<file path="src/rtl/mips32_pkg.sv">
// mips32_pkg: shared mul/div op and FSM state encodings plus op-decode helpers.
package mips32_pkg;
  typedef enum logic [2:0] {
    OP_MULT  = 3'd0,
    OP_MULTU = 3'd1,
    OP_DIV   = 3'd2,
    OP_DIVU  = 3'd3,
    OP_MTHI  = 3'd4,
    OP_MTLO  = 3'd5
  } muldiv_op_t;
  typedef enum logic [1:0] {
    IDLE = 2'd0,
    PREP = 2'd1,
    CALC = 2'd2,
    FIX  = 2'd3
  } muldiv_state_t;
  function automatic logic is_muldiv(input logic [2:0] op);
    return !op[2];
  endfunction
  function automatic logic is_div(input logic [2:0] op);
    return op == OP_DIV || op == OP_DIVU;
  endfunction
  function automatic logic is_signed_op(input logic [2:0] op);
    return op == OP_MULT || op == OP_DIV;
  endfunction
endpackage

</file>
<file path="src/rtl/ex_muldiv_hilo_if.sv">
// ex_muldiv_hilo_if: EX-stage request/handshake and HI/LO read bus of the mul/div unit.
interface ex_muldiv_hilo_if #(parameter int WIDTH = 32);
  logic             Start_EX;
  logic [2:0]       Op_EX;
  logic [WIDTH-1:0] Operand_A_EX;
  logic [WIDTH-1:0] Operand_B_EX;
  logic             Flush_EX;
  logic             Busy_EX;
  logic             Done_EX;
  logic             Div_By_Zero_EX;
  logic [WIDTH-1:0] HI_Out;
  logic [WIDTH-1:0] LO_Out;
  modport master (
    output Start_EX, Op_EX, Operand_A_EX, Operand_B_EX, Flush_EX,
    input  Busy_EX, Done_EX, Div_By_Zero_EX, HI_Out, LO_Out
  );
  modport slave (
    input  Start_EX, Op_EX, Operand_A_EX, Operand_B_EX, Flush_EX,
    output Busy_EX, Done_EX, Div_By_Zero_EX, HI_Out, LO_Out
  );
endinterface

</file>
<file path="src/rtl/ex_muldiv_step.sv">
// ex_muldiv_step: one combinational iteration, shift-add multiply or restoring-divide trial subtract.
// The divide mode only exists when MULDIV_DIV_EN is defined.
module ex_muldiv_step #(
  parameter int WIDTH = 32
) (
`ifdef MULDIV_DIV_EN
  input  logic               div_i,
`endif
  input  logic [2*WIDTH-1:0] acc_i,
  input  logic [WIDTH-1:0]   m_i,
  output logic [2*WIDTH-1:0] acc_o
);
  logic [WIDTH:0]     sum;
  logic [2*WIDTH-1:0] mul_acc;
  assign sum     = {1'b0, acc_i[2*WIDTH-1:WIDTH]} + (acc_i[0] ? {1'b0, m_i} : '0);
  assign mul_acc = {sum, acc_i[WIDTH-1:1]};
`ifdef MULDIV_DIV_EN
  logic [WIDTH:0]   sh;
  logic [WIDTH-1:0] trial;
  logic             ge;
  // Partial remainder stays below the divisor, so a successful trial always fits WIDTH bits.
  assign sh    = acc_i[2*WIDTH-1:WIDTH-1];
  assign ge    = sh >= {1'b0, m_i};
  assign trial = sh[WIDTH-1:0] - m_i;
  assign acc_o = div_i ? {ge ? trial : sh[WIDTH-1:0], acc_i[WIDTH-2:0], ge} : mul_acc;
`else
  assign acc_o = mul_acc;
`endif
endmodule

</file>
<file path="src/rtl/ex_muldiv_hilo.sv">
// ex_muldiv_hilo: iterative EX-stage multiply/divide unit owning HI/LO (IDLE->PREP->CALC->FIX).
// MULDIV_DIV_EN enables the divider; without it DIV/DIVU complete in FIX with Div_By_Zero_EX set.
module ex_muldiv_hilo
  import mips32_pkg::*;
#(
  parameter int WIDTH = 32
) (
  input logic              Clk,
  input logic              Reset,
  ex_muldiv_hilo_if.slave  bus
);
  localparam int CNT_W = $clog2(WIDTH) + 1;
  muldiv_state_t      state_q, state_d;
  logic [CNT_W-1:0]   cnt_q, cnt_d;
  logic [2:0]         op_q, op_d;
  logic [WIDTH-1:0]   a_q, a_d, b_q, b_d, m_q, m_d;
  logic [2*WIDTH-1:0] acc_q, acc_d, step_acc, prod;
  logic               qneg_q, qneg_d;
  logic [WIDTH-1:0]   hi_q, hi_d, lo_q, lo_d;
  logic               done_q, done_d, dbz_q, dbz_d;
  logic               sa, sb;
  logic [WIDTH-1:0]   abs_a, abs_b;
  assign sa    = is_signed_op(op_q) & a_q[WIDTH-1];
  assign sb    = is_signed_op(op_q) & b_q[WIDTH-1];
  assign abs_a = sa ? -a_q : a_q;
  assign abs_b = sb ? -b_q : b_q;
  assign prod  = qneg_q ? -acc_q : acc_q;
`ifdef MULDIV_DIV_EN
  logic             rneg_q, rneg_d;
  logic [WIDTH-1:0] quo, rem;
  assign quo = qneg_q ? -acc_q[WIDTH-1:0] : acc_q[WIDTH-1:0];
  assign rem = rneg_q ? -acc_q[2*WIDTH-1:WIDTH] : acc_q[2*WIDTH-1:WIDTH];
`endif
  ex_muldiv_step #(.WIDTH(WIDTH)) u_step (
`ifdef MULDIV_DIV_EN
    .div_i (is_div(op_q)),
`endif
    .acc_i (acc_q),
    .m_i   (m_q),
    .acc_o (step_acc)
  );
  always_comb begin
    state_d = state_q;
    cnt_d   = cnt_q;
    op_d    = op_q;
    a_d     = a_q;
    b_d     = b_q;
    m_d     = m_q;
    acc_d   = acc_q;
    qneg_d  = qneg_q;
`ifdef MULDIV_DIV_EN
    rneg_d  = rneg_q;
`endif
    hi_d    = hi_q;
    lo_d    = lo_q;
    done_d  = 1'b0;
    dbz_d   = dbz_q;
    if (bus.Flush_EX) state_d = IDLE;
    else case (state_q)
      IDLE: if (bus.Start_EX) begin
        hi_d = bus.Op_EX == OP_MTHI ? bus.Operand_A_EX : hi_q;
        lo_d = bus.Op_EX == OP_MTLO ? bus.Operand_A_EX : lo_q;
        if (is_muldiv(bus.Op_EX)) begin
          op_d = bus.Op_EX;
          a_d  = bus.Operand_A_EX;
          b_d  = bus.Operand_B_EX;
`ifdef MULDIV_DIV_EN
          state_d = PREP;
`else
          // Unsupported divide dwells two cycles in FIX so Done lands at the same edge as a short op.
          state_d = is_div(bus.Op_EX) ? FIX : PREP;
          cnt_d   = CNT_W'(1);
`endif
        end
      end
      PREP: begin
        state_d = CALC;
        cnt_d   = CNT_W'(WIDTH - 1);
        qneg_d  = sa ^ sb;
`ifdef MULDIV_DIV_EN
        rneg_d  = sa;
`endif
        m_d     = is_div(op_q) ? abs_b : abs_a;
        acc_d   = {{WIDTH{1'b0}}, is_div(op_q) ? abs_a : abs_b};
      end
      CALC: begin
        acc_d   = step_acc;
        state_d = cnt_q == '0 ? FIX : CALC;
        cnt_d   = cnt_q == '0 ? cnt_q : cnt_q - CNT_W'(1);
      end
      FIX: if (cnt_q != '0) cnt_d = cnt_q - CNT_W'(1);
      else begin
        state_d = IDLE;
        done_d  = 1'b1;
        dbz_d   = 1'b0;
`ifdef MULDIV_DIV_EN
        if (!is_div(op_q)) {hi_d, lo_d} = prod;
        else if (m_q == '0) begin
          hi_d  = a_q;
          lo_d  = '1;
          dbz_d = 1'b1;
        end else begin
          hi_d = rem;
          lo_d = quo;
        end
`else
        if (!is_div(op_q)) {hi_d, lo_d} = prod;
        else dbz_d = 1'b1;
`endif
      end
    endcase
  end
  always_ff @(posedge Clk or posedge Reset)
    if (Reset) begin
      state_q <= IDLE;
      cnt_q   <= '0;
      op_q    <= '0;
      a_q     <= '0;
      b_q     <= '0;
      m_q     <= '0;
      acc_q   <= '0;
      qneg_q  <= 1'b0;
`ifdef MULDIV_DIV_EN
      rneg_q  <= 1'b0;
`endif
      hi_q    <= '0;
      lo_q    <= '0;
      done_q  <= 1'b0;
      dbz_q   <= 1'b0;
    end else begin
      state_q <= state_d;
      cnt_q   <= cnt_d;
      op_q    <= op_d;
      a_q     <= a_d;
      b_q     <= b_d;
      m_q     <= m_d;
      acc_q   <= acc_d;
      qneg_q  <= qneg_d;
`ifdef MULDIV_DIV_EN
      rneg_q  <= rneg_d;
`endif
      hi_q    <= hi_d;
      lo_q    <= lo_d;
      done_q  <= done_d;
      dbz_q   <= dbz_d;
    end
  assign bus.Busy_EX        = state_q != IDLE;
  assign bus.Done_EX        = done_q;
  assign bus.Div_By_Zero_EX = dbz_q;
  assign bus.HI_Out         = hi_q;
  assign bus.LO_Out         = lo_q;
endmodule

</file>
<file path="src/flat_wrapper.sv">
// flat-port wrapper written by rule: the top's interface ports become plain ports
module ex_muldiv_hilo_flat import mips32_pkg::*;
#(
  parameter int WIDTH = 32
)
  (Clk, Reset, bus_Start_EX, bus_Op_EX, bus_Operand_A_EX, bus_Operand_B_EX, bus_Flush_EX, bus_Busy_EX, bus_Done_EX, bus_Div_By_Zero_EX, bus_HI_Out, bus_LO_Out);
  ex_muldiv_hilo_if #(.WIDTH(WIDTH)) bus_i ();
  input logic Clk;
  input logic Reset;
  input wire logic [$bits(bus_i.Start_EX)-1:0] bus_Start_EX;
  input wire logic [$bits(bus_i.Op_EX)-1:0] bus_Op_EX;
  input wire logic [$bits(bus_i.Operand_A_EX)-1:0] bus_Operand_A_EX;
  input wire logic [$bits(bus_i.Operand_B_EX)-1:0] bus_Operand_B_EX;
  input wire logic [$bits(bus_i.Flush_EX)-1:0] bus_Flush_EX;
  output wire logic [$bits(bus_i.Busy_EX)-1:0] bus_Busy_EX;
  output wire logic [$bits(bus_i.Done_EX)-1:0] bus_Done_EX;
  output wire logic [$bits(bus_i.Div_By_Zero_EX)-1:0] bus_Div_By_Zero_EX;
  output wire logic [$bits(bus_i.HI_Out)-1:0] bus_HI_Out;
  output wire logic [$bits(bus_i.LO_Out)-1:0] bus_LO_Out;
  assign bus_i.Start_EX = bus_Start_EX;
  assign bus_i.Op_EX = bus_Op_EX;
  assign bus_i.Operand_A_EX = bus_Operand_A_EX;
  assign bus_i.Operand_B_EX = bus_Operand_B_EX;
  assign bus_i.Flush_EX = bus_Flush_EX;
  assign bus_Busy_EX = bus_i.Busy_EX;
  assign bus_Done_EX = bus_i.Done_EX;
  assign bus_Div_By_Zero_EX = bus_i.Div_By_Zero_EX;
  assign bus_HI_Out = bus_i.HI_Out;
  assign bus_LO_Out = bus_i.LO_Out;
  ex_muldiv_hilo #(.WIDTH(WIDTH)) u_core (.Clk(Clk), .Reset(Reset), .bus(bus_i));
endmodule
</file>
<file path="config.mk">
export PLATFORM = sky130hd
export DESIGN_NAME = ex_muldiv_hilo_flat
export DESIGN_NICKNAME = d
export VERILOG_FILES = /design/src/rtl/mips32_pkg.sv /design/src/rtl/ex_muldiv_hilo_if.sv /design/src/rtl/ex_muldiv_step.sv /design/src/rtl/ex_muldiv_hilo.sv /design/src/flat_wrapper.sv
export SDC_FILE = /design/constraint.sdc
export NUM_CORES = 1
export LEC_CHECK = 0
export CAP_MARGIN = 20
export CORE_MARGIN = 2
export CORE_UTILIZATION = 59
export CTS_CLUSTER_SIZE = 8
export DETAILED_ROUTE_END_ITERATION = 7
export PLACE_DENSITY_LB_ADDON = 0.3
export REMOVE_ABC_BUFFERS = 1
export SLEW_MARGIN = 20
export SYNTH_ARGS = -nofsm -noshare
export SYNTH_HDL_FRONTEND = slang
export SYNTH_SLANG_ARGS = --single-unit
export TNS_END_PERCENT = 50
</file>
<file path="constraint.sdc">
create_clock -name Clk -period 11.3 [get_ports Clk]
set_clock_uncertainty 0.2 [all_clocks]
set_input_delay 3.39 -clock Clk [delete_from_list [all_inputs] [get_ports Clk]]
set_output_delay 3.39 -clock Clk [all_outputs]
set_load 0.02 [all_outputs]
</file>
## Word level (Yosys, flattened, before mapping)

Index checks and enable logic that the tools add are counted.
W data, S select, Z words.

| storage, ports and cells | value |
|---|---|
| register bits after elaboration | 237 |
| input port bits | 71 |
| output and inout bits | 67 |
| word-level logic and storage cells | 94 |

| cells by class | value |
|---|---|
| add/subtract/negate cells | 5 |
| equal/unequal tests | 20 |
| multiplexer cells | 33 |
| bitwise operators | 6 |
| reduce and logical (&&, ||, !) cells | 18 |

Operator list:

| cell | number |
|---|---|
| $mux W32 | 13 |
| $pmux W32 S2 | 2 |
| $pmux W64 S2 | 1 |
| $mux W64 | 1 |
| $neg A32 Y32 | 2 |
| $neg A64 Y64 | 1 |
| $add A32 B33 Y33 | 1 |
| $mux W6 | 4 |
| $pmux W6 S4 | 1 |
| $reduce_and A6 Y1 | 2 |
| $mux W2 | 5 |
| $ne A2 B2 Y1 const B | 5 |
| $ne A3 B3 Y1 const B | 3 |
| $eq A2 B2 Y1 const B | 4 |
| $pmux W2 S4 | 1 |
| $eq A3 B2 Y1 const B | 2 |
| $eq A3 B3 Y1 const B | 2 |
| $logic_not A6 Y1 | 1 |
| $ne A2 B1 Y1 const B | 3 |
| $reduce_and A3 Y1 | 2 |
| $reduce_bool A2 Y1 | 3 |
| $reduce_bool A6 Y1 | 1 |
| $sub A6 B1 Y6 const B | 1 |
| $mux W1 | 5 |
| other kinds (10) | 16 |

## Depth between registers and ports, before layout

Gate-level depths: netlist (run 1).

| depth | value |
|---|---|
| depth after elaboration | 7 |
| mapped depth | 13 |
| depth with buffers taken out | 11 |

## Hierarchy

Synthesis (run 1) repeated with hierarchy kept, for this count alone.

| second synthesis, totals | value |
|---|---|
| cells, all modules | 1,773 |
| area total of the unflattened synthesis | 15,736.3 um^2 |

By module, submodules not included:

| module | times used | cells each | area an instance (um^2) | sequential area each (um^2) |
|---|---|---|---|---|
| ex_muldiv_hilo | 1 | 1,422 | 13,309.0 | 5,930.7 |
| ex_muldiv_step | 1 | 351 | 2,427.3 | 0.0 |

## Least setup slack after synthesis (run 1)

OpenSTA, ideal clock, no wires.

| timing | value |
|---|---|
| kind | in2reg |
| start point | in bus_Flush_EX |
| end point | reg u_core.a_q[2] |
| setup time | 125 ps |
| data arrival time | 4,924 ps |
| required time | 10,975 ps |
| setup slack | 6,051 ps |
| stages on the path | 5 |
| path buffers | 3 |
| cells stage by stage | clkbuf_1 > nor3_1 > clkbuf_1 > buf_1 > mux2_2 |

| between the ends | value |
|---|---|
| word-level cells in the longest chain between the ends | 2 |

RTL lines:

| item | line | RTL |
|---|---|---|
| start: declaration | flat_wrapper.sv:14 | `input wire logic [$bits(bus_i.Flush_EX)-1:0] bus_Flush_EX;` |
| $not A1 Y1 (no source line) | -- |  |
| $reduce_and A4 Y1 (no source line) | -- |  |
| end signal: assignment | ex_muldiv_hilo.sv:118 | `a_q <= '0;` |
| end signal: assignment | ex_muldiv_hilo.sv:134 | `a_q <= a_d;` |
| end: declaration | ex_muldiv_hilo.sv:16 | `logic [WIDTH-1:0] a_q, a_d, b_q, b_d, m_q, m_d;` |

No other way between the ends.
A chain may end at the register's enable or synchronous reset.

## Worst setup path after layout (run 1)

| timing | value |
|---|---|
| start point | reg u_core.state_q[1] |
| end point | out bus_Busy_EX |

| between the ends | value |
|---|---|
| word-level cells in the longest chain between the ends | 1 |

RTL lines:

| item | line | RTL |
|---|---|---|
| start: declaration | ex_muldiv_hilo.sv:13 | `muldiv_state_t state_q, state_d;` |
| start signal: assignment | ex_muldiv_hilo.sv:131 | `state_q <= state_d;` |
| $reduce_bool A2 Y1 | ex_muldiv_hilo.sv:147 | `assign bus.Busy_EX = state_q != IDLE;` |
| end: declaration | flat_wrapper.sv:15 | `output wire logic [$bits(bus_i.Busy_EX)-1:0] bus_Busy_EX;` |

No other way between the ends.

==> out/results.ini, run 1 <==
[timing]
fin_crit_sh_pct=53.26
hold_viol_final=0
setup_viol_count_final=0
worstMarginPinSlew_ps=1083
fin_ws_ps=5281
relSlewSlack_pct=27.83
setup_tns_ps=0
max_freq_mhz=166.1
holdWs_ps=274.6
slew_violations=0
rsz0062_at_grt=false
period_needed_ps=6019

[critical_path]
crit_type=reg2out
worstPathArrival_ps=2430
slowest_stage=clkdlybuf4s50_1
critPathLaunchType=register
cpPeakStageDelay_ps=640
cp_num_buf_inv=3
crit_top_cell=inv_1
cp_top_family=buffers and inverters
crit_chain=inv_1 > ha_1 > inv_1 > clkdlybuf4s50_1
end_kind=output port
timing.critical_path.fanout_max=11
cp_data_required_time_ps=7710

[yosys]
netlist-cell-type-count=73
synth_edf_count=0
synthDominantCellAreaShare_pct=38.96
yosysTopAreaCell=dfrtp_1
synth.area.top_cells=dfrtp_1 (39%), o21ai_0 (5.9%), mux2_2 (4.7%)
async_flop_share_pct=100.0
ys_ff_latch=237
postSynthAreaPerCell_um2=8.840
yosys_warnings=0
synth_area_um2=15220
synth_ff_type=dfrtp_1
syn_inst=1722
yosysSeqAreaShare_pct=38.96

[floorplan]
ios=138
chipWidth_um=164.6
rows=58
core_area_um2=25250
die-height_um=164.6
start_util_pct=60.28
dieArea_um2=27100

[power_and_ir_drop]
p_int_uw=2860
power_frac_seq_pct=31.9
cellPowerDensity_nw_per_um2=295.5
p_switching_uw=2369
clkPwrFrac_pct=18.0
combPwrFrac_pct=50.1
ir_worst_vdd_mv=0.2316
leakage_uw=0.007429
swShare_pct=45.30

[placed_design]
dpl.hpwl_um=32800
routabilityCongestion=0.9543
dp_slack_ps=5060
place_area_um2=16750
io_buffers=137

[grt]
grt_pass1_wl_um=72620
grt_usage_pct=34.47
overflow=0
grt_max_degree=86
antenna_found_initial=0
first_global_vias=13390

[detailed_routing]
drt_first_pass_iters=5
ant_nets=0
num_vias=14091
wire_per_inst_um=21.79
avgViaCountPerCell=6.585
totalWireLength_um=46630
drt_iter0_markers=1433
drc=0

[cells_and_area]
utilization_pct=70.07
num_antenna_cells=0
final_area_um2=17700
drive_gt1_share_pct=8.177
syn_to_final_growth_pct=16.25
final_net_count=1918

[status]
status=completed

[clock_tree]
cts_buffer_depth=3
cts_resized=0
clk_latency_ps=520
cts_root_buffer=clkbuf_16
path_clk_slew_ps=50
cts_num_sinks=237
cts_setup_buffers=0
cts_tree=built
hold_buffers=0
h-tree-depth=2
numCtsBuffers=35

[min_path]
holdCritPathClass=reg2reg

[run]
cap_violations=0

==> cells in the final DEF, fill, tap and decap left out, types with 9 or more instances in the layout <==
cell	n
a21o_1	30
and3_1	19
nand2_1	183
dfrtp_1	235
xnor2_1	58
nand3_1	25
o21a_1	9
a31oi_1	19
o41ai_1	12
mux2_2	64
or3_1	14
nor3_1	40
mux2i_1	31
clkbuf_16	36
nor4_1	19
o211ai_1	10
nor2b_1	13
inv_1	35
a21oi_1	109
o221ai_1	11
clkdlybuf4s50_1	137
nor2_1	122
o21ai_0	180
nand4_1	13
ha_1	39
a221oi_1	14
and2_1	38
nand2b_1	14
o31ai_1	29
xor2_1	78
nor3b_1	12
buf_4	18
a211oi_1	27
or4_1	13
==> registers in the layout, summed over array words and instances (netlist names) <==
signal and cells:
u_core.bus.HI_Out 32, u_core.cnt_q 6, u_core.qneg_q 1, u_core.bus.Div_By_Zero_EX 1, u_core.state_q 2, u_core.m_q 32, u_core.bus.LO_Out 32, u_core.b_q 32
u_core.op_q 2, u_core.a_q 32, u_core.acc_q 64, u_core.bus.Done_EX 1
==> layer usage <==
layer  vias up  track usage, %  share of wire, %
li1       6401               -                 -
met1      6846           45.48                40
met2       687           57.00                47
met3       157           4.947               7.7
met4         0           14.74               4.5
met5         -               0                 0
==> worst min-delay path: stages, from the launching register on <==
cell and delay [ps]:
dfrtp_1 340, nand2_1 50, o31ai_1 50
==> layout make-up <==
cell class	instances	area [µm²]
inverter	36	142.6
clock buffer	38	908.4
timing repair buffer	156	1518
fill	1982	7559
multi-input combinational	1340	8751
sequential	237	5933
clock inverter	3	30.03
tap	330	412.9
==> path summary, 6_finish.rpt <==
kind	slack, ps	cells past startpoint	to	startpoint
setup / recovery	5280	4	bus_Busy_EX	u_core.state_q[1]
hold / removal	270	2	u_core.bus.HI_Out[25]	u_core.bus.HI_Out[25]
setup reg to reg	7660	10	u_core.acc_q[62]	u_core.acc_q[0]
hold reg to reg	270	2	u_core.bus.HI_Out[25]	u_core.bus.HI_Out[25]
max in group asynchronous	6340	3	u_core.b_q[16]	Reset
min in group asynchronous	3150	2	u_core.cnt_q[1]	Reset
==> kinds of logic after synthesis <==
group	after synthesis	synth area share [%]
flip-flops	237	38.96
buffers and inverters	145	3.633
AO/OA/AOI/OAI	512	21.47
AND/OR/NAND/NOR	556	17.92
adder cells (fa/ha/maj)	41	3.419
multiplexers	95	6.773
XOR/XNOR	136	7.825
==> cell usage after synthesis (13+ instances only) <==
| master | number |
|---|---|
| mux2_2 | 64 |
| nor2b_1 | 14 |
| o21ai_0 | 180 |
| inv_1 | 36 |
| or3_1 | 14 |
| clkbuf_1 | 98 |
| nor3_1 | 41 |
| a211oi_1 | 27 |
| nor4_1 | 19 |
| mux2i_1 | 31 |
| a21oi_1 | 109 |
| and2_1 | 38 |
| or4_1 | 13 |
| a221oi_1 | 14 |
| nand2_1 | 183 |
| dfrtp_1 | 237 |
| nand4_1 | 13 |
| nor2_1 | 122 |
| xor2_1 | 78 |
| a31oi_1 | 19 |
| nand2b_1 | 15 |
| and3_1 | 19 |
| nand3_1 | 25 |
| ha_1 | 40 |
| xnor2_1 | 58 |
| a21o_1 | 30 |
| o31ai_1 | 29 |
==> power by group through the flow <==
| stage | sequential, µW | clock, µW | combinational, µW |
|---|---|---|---|
| 2_1_floorplan | 1690 | 0 | 1590 |
| 3_3_place_gp | 1640 | 0 | 2490 |
| 3_5_place_dp | 1650 | 0 | 2550 |
| 4_1_cts | 1650 | 948 | 2580 |
| 5_1_grt | 1710 | 985 | 2840 |
| 6_report | 1670 | 942 | 2620 |
==> metrics by stage <==
| step | std cells | power, µW |
|---|---|---|
| after floorplan | 1613 | 3281 |
| after global placement | 2099 | 4132 |
| after detailed placement | 2099 | 4202 |
| after CTS | 2140 | 5181 |
| after global routing | 2140 | 5536 |
| final | 2140 | 5230 |
Note: power is estimated with default switching activity, not from simulation.
==> run 2, diff against run 1 <==
==> constraint.sdc (replaced) <==
create_clock -name Clk -period 5.9 [get_ports Clk]
set_clock_uncertainty 0.2 [all_clocks]
set_input_delay 1.77 -clock Clk [delete_from_list [all_inputs] [get_ports Clk]]
set_output_delay 1.77 -clock Clk [all_outputs]
set_load 0.02 [all_outputs]
==> out/results.ini, run 2 (synthesis gave the netlist of run 1 again) <==
[status]
status=completed  ; unchanged

[placed_design]
io_buffers=137  ; unchanged
place_area_um2=16780  ; was 16,750 µm²
dp_slack_ps=1553  ; was 5060 ps
routabilityCongestion=0.9575  ; was 0.9543
dpl.hpwl_um=33890  ; was 32,800 µm

[critical_path]
crit_top_cell=inv_1  ; unchanged
timing.reg2reg.worst_path_depth=9  ; was 10
rrSetupSlack_ps=1830  ; was 7660 ps
critPathCapture=bus_Busy_EX  ; unchanged
cpPeakStageDelay_ps=640  ; about the same
end_kind=output port  ; unchanged
cp_data_required_time_ps=3930  ; was 7710 ps
r2r-end=u_core.acc_q[62]  ; unchanged
critPathLaunchType=register  ; unchanged
startpoint=u_core.state_q[1]  ; unchanged
crit_chain=inv_1 > ha_1 > inv_1 > clkdlybuf4s50_1  ; unchanged
slowest_stage=clkdlybuf4s50_1  ; unchanged
worstPathArrival_ps=2450  ; was 2430 ps
r2r-start=u_core.acc_q[0]  ; unchanged
timing.critical_path.fanout_max=11  ; unchanged
crit_type=reg2out  ; unchanged

[power_and_ir_drop]
leakage_uw=0.007454  ; was 0.007429 µW
p_int_uw=5496  ; was 2860 µW
combPwrFrac_pct=50.0  ; was 50.1%
p_switching_uw=4540  ; was 2369 µW
swShare_pct=45.24  ; was 45.30%
clkPwrFrac_pct=17.9  ; was 18.0%
power_frac_seq_pct=32.1  ; was 31.9%
ir_worst_vdd_mv=0.6165  ; was 0.2316 mV
cellPowerDensity_nw_per_um2=565.5  ; was 295.5 nW/µm²

[timing]
worstMarginPinSlew_ps=1122  ; was 1083 ps
max_freq_mhz=226.2
setup_tns_ps=0  ; unchanged
slew_violations=0  ; unchanged
relSlewSlack_pct=25.03  ; was 27.83%
fin_crit_sh_pct=74.93
period_needed_ps=4421
fin_ws_ps=1479  ; was 5281 ps
hold_viol_final=0  ; unchanged
rsz0062_at_grt=false  ; unchanged
setup_viol_count_final=0  ; unchanged

[floorplan]
core_area_um2=25250  ; unchanged
dieArea_um2=27100  ; unchanged
ios=138  ; unchanged
chipWidth_um=164.6  ; unchanged
rows=58  ; unchanged
start_util_pct=60.28  ; unchanged
die-height_um=164.6  ; unchanged

[grt]
overflow=0  ; unchanged
grt_max_degree=105  ; was 86
met3_usage_pct=4.947  ; unchanged
grt_usage_pct=35.23  ; was 34.47%
grt_busiest_layer=met2  ; unchanged
first_global_vias=13336  ; was 13,390
grt_use_met1_pct=48.00  ; was 45.48%
grt_pass1_wl_um=74110  ; was 72,620 µm
antenna_found_initial=1  ; was 0
use_met2_pct=56.62  ; was 57.00%

[clock_tree]
clk_latency_ps=510  ; was 520 ps
numCtsBuffers=35  ; unchanged
cts_buffer_depth=3  ; unchanged
cts_resized=0  ; unchanged
h-tree-depth=2  ; unchanged
cts_tree=built  ; unchanged
hold_buffers=0  ; unchanged
cts_root_buffer=clkbuf_16  ; unchanged
cts_setup_buffers=0  ; unchanged
cts_num_sinks=237  ; unchanged
path_clk_slew_ps=50  ; about the same

[min_path]
holdCritPathClass=reg2reg  ; unchanged
min_path_cells=2  ; unchanged

[detailed_routing]
avgViaCountPerCell=6.569  ; was 6.585
wire_per_inst_um=22.18  ; was 21.79 µm
drt_first_pass_iters=6  ; was 5
drt_iter0_markers=1601  ; was 1,433
drc=0  ; unchanged
ant_nets=0  ; unchanged
totalWireLength_um=47530  ; was 46,630 µm
num_vias=14078  ; was 14,091

[cells_and_area]
utilization_pct=70.27  ; was 70.07%
final_net_count=1921  ; was 1,918
final_common_cell=dfrtp_1  ; unchanged
drive_gt1_share_pct=8.329  ; was 8.177%
top_register=u_core.acc_q  ; unchanged
layout_common_cells=dfrtp_1 (235), nand2_1 (183), o21ai_0 (180), clkdlybuf4s50_1 (137), nor2_1 (122)  ; unchanged
largest_reg_flops=64  ; unchanged
final_area_um2=17750  ; was 17,700 µm²
num_antenna_cells=0  ; unchanged
fillCellCount=2001  ; was 1,982
syn_to_final_growth_pct=16.59  ; was 16.25%

[run]
cap_violations=0  ; unchanged

-- run 2: cell count changes in the layout (fill, tap and decap cells not counted) --
cell / previous run / this run
buf_12: 0 / 1
buf_4: 18 / 20
buf_6: 1 / 0
buf_16: 0 / 1
-- run 2: power by group through the flow --
stage | Clock, µW | Sequential, µW | Combinational (µW)
3_3_place_gp | 0 | 3170 | 4760
3_5_place_dp | 0 | 3190 | 4890
5_1_grt | 1880 | 3310 | 5440
2_1_floorplan | 0 | 3240 | 3040
4_1_cts | 1800 | 3190 | 4940
6_report | 1790 | 3220 | 5020
-- run 2: critical path: cells and delay by family, from the launching register on --
family | cells | cell delay [ps]
buffers and inverters | 3 | 1030
flip-flops | 1 | 540
adder cells (fa/ha/maj) | 1 | 370
-- run 2: layout make-up --
class                           instances  area (µm²)  share of cell area, %
Multi-Input combinational cell       1340        8751                  49.31
Sequential cell                       237        5933                  33.43
Timing Repair Buffer                  159        1569                  8.841
Clock buffer                           38       908.4                  5.118
Tap cell                              330       412.9                  2.327
Inverter                               36       142.6                 0.8037
Clock inverter                          3       30.03                 0.1692
-- run 2: per-layer routing --
| metal | wire length, µm | share of wire, % |
|---|---|---|
| met4 | 1976 | 4.2 |
| met1 | 19350 | 41 |
| met3 | 3732 | 7.9 |
| met2 | 22480 | 47 |
| met5 | 0 | 0 |
-- run 2: worst min path at each step --
stage | startpoint | endpoint | slack [ps]
floorplan | u_core.m_q[4] | u_core.m_q[4] | 230
global placement | u_core.m_q[4] | u_core.m_q[4] | 250
detailed placement | u_core.m_q[11] | u_core.m_q[11] | 260
CTS | u_core.m_q[11] | u_core.m_q[11] | 270
global route | u_core.m_q[11] | u_core.m_q[11] | 290
finish | u_core.m_q[11] | u_core.m_q[11] | 270
-- run 2: metrics by stage --
| step | instances | hold slack [ps] | total power [µW] |
|---|---|---|---|
| 6_report | 2143 | 271.5 | 10040 |
| 5_1_grt | 2143 | 285.5 | 10630 |
| 4_1_cts | 2142 | 274.2 | 9925 |
| 3_5_place_dp | 2101 | 262.7 | 8083 |
| 3_3_place_gp | 2101 | 245.5 | 7931 |
| 2_1_floorplan | 1613 | 231.1 | 6284 |
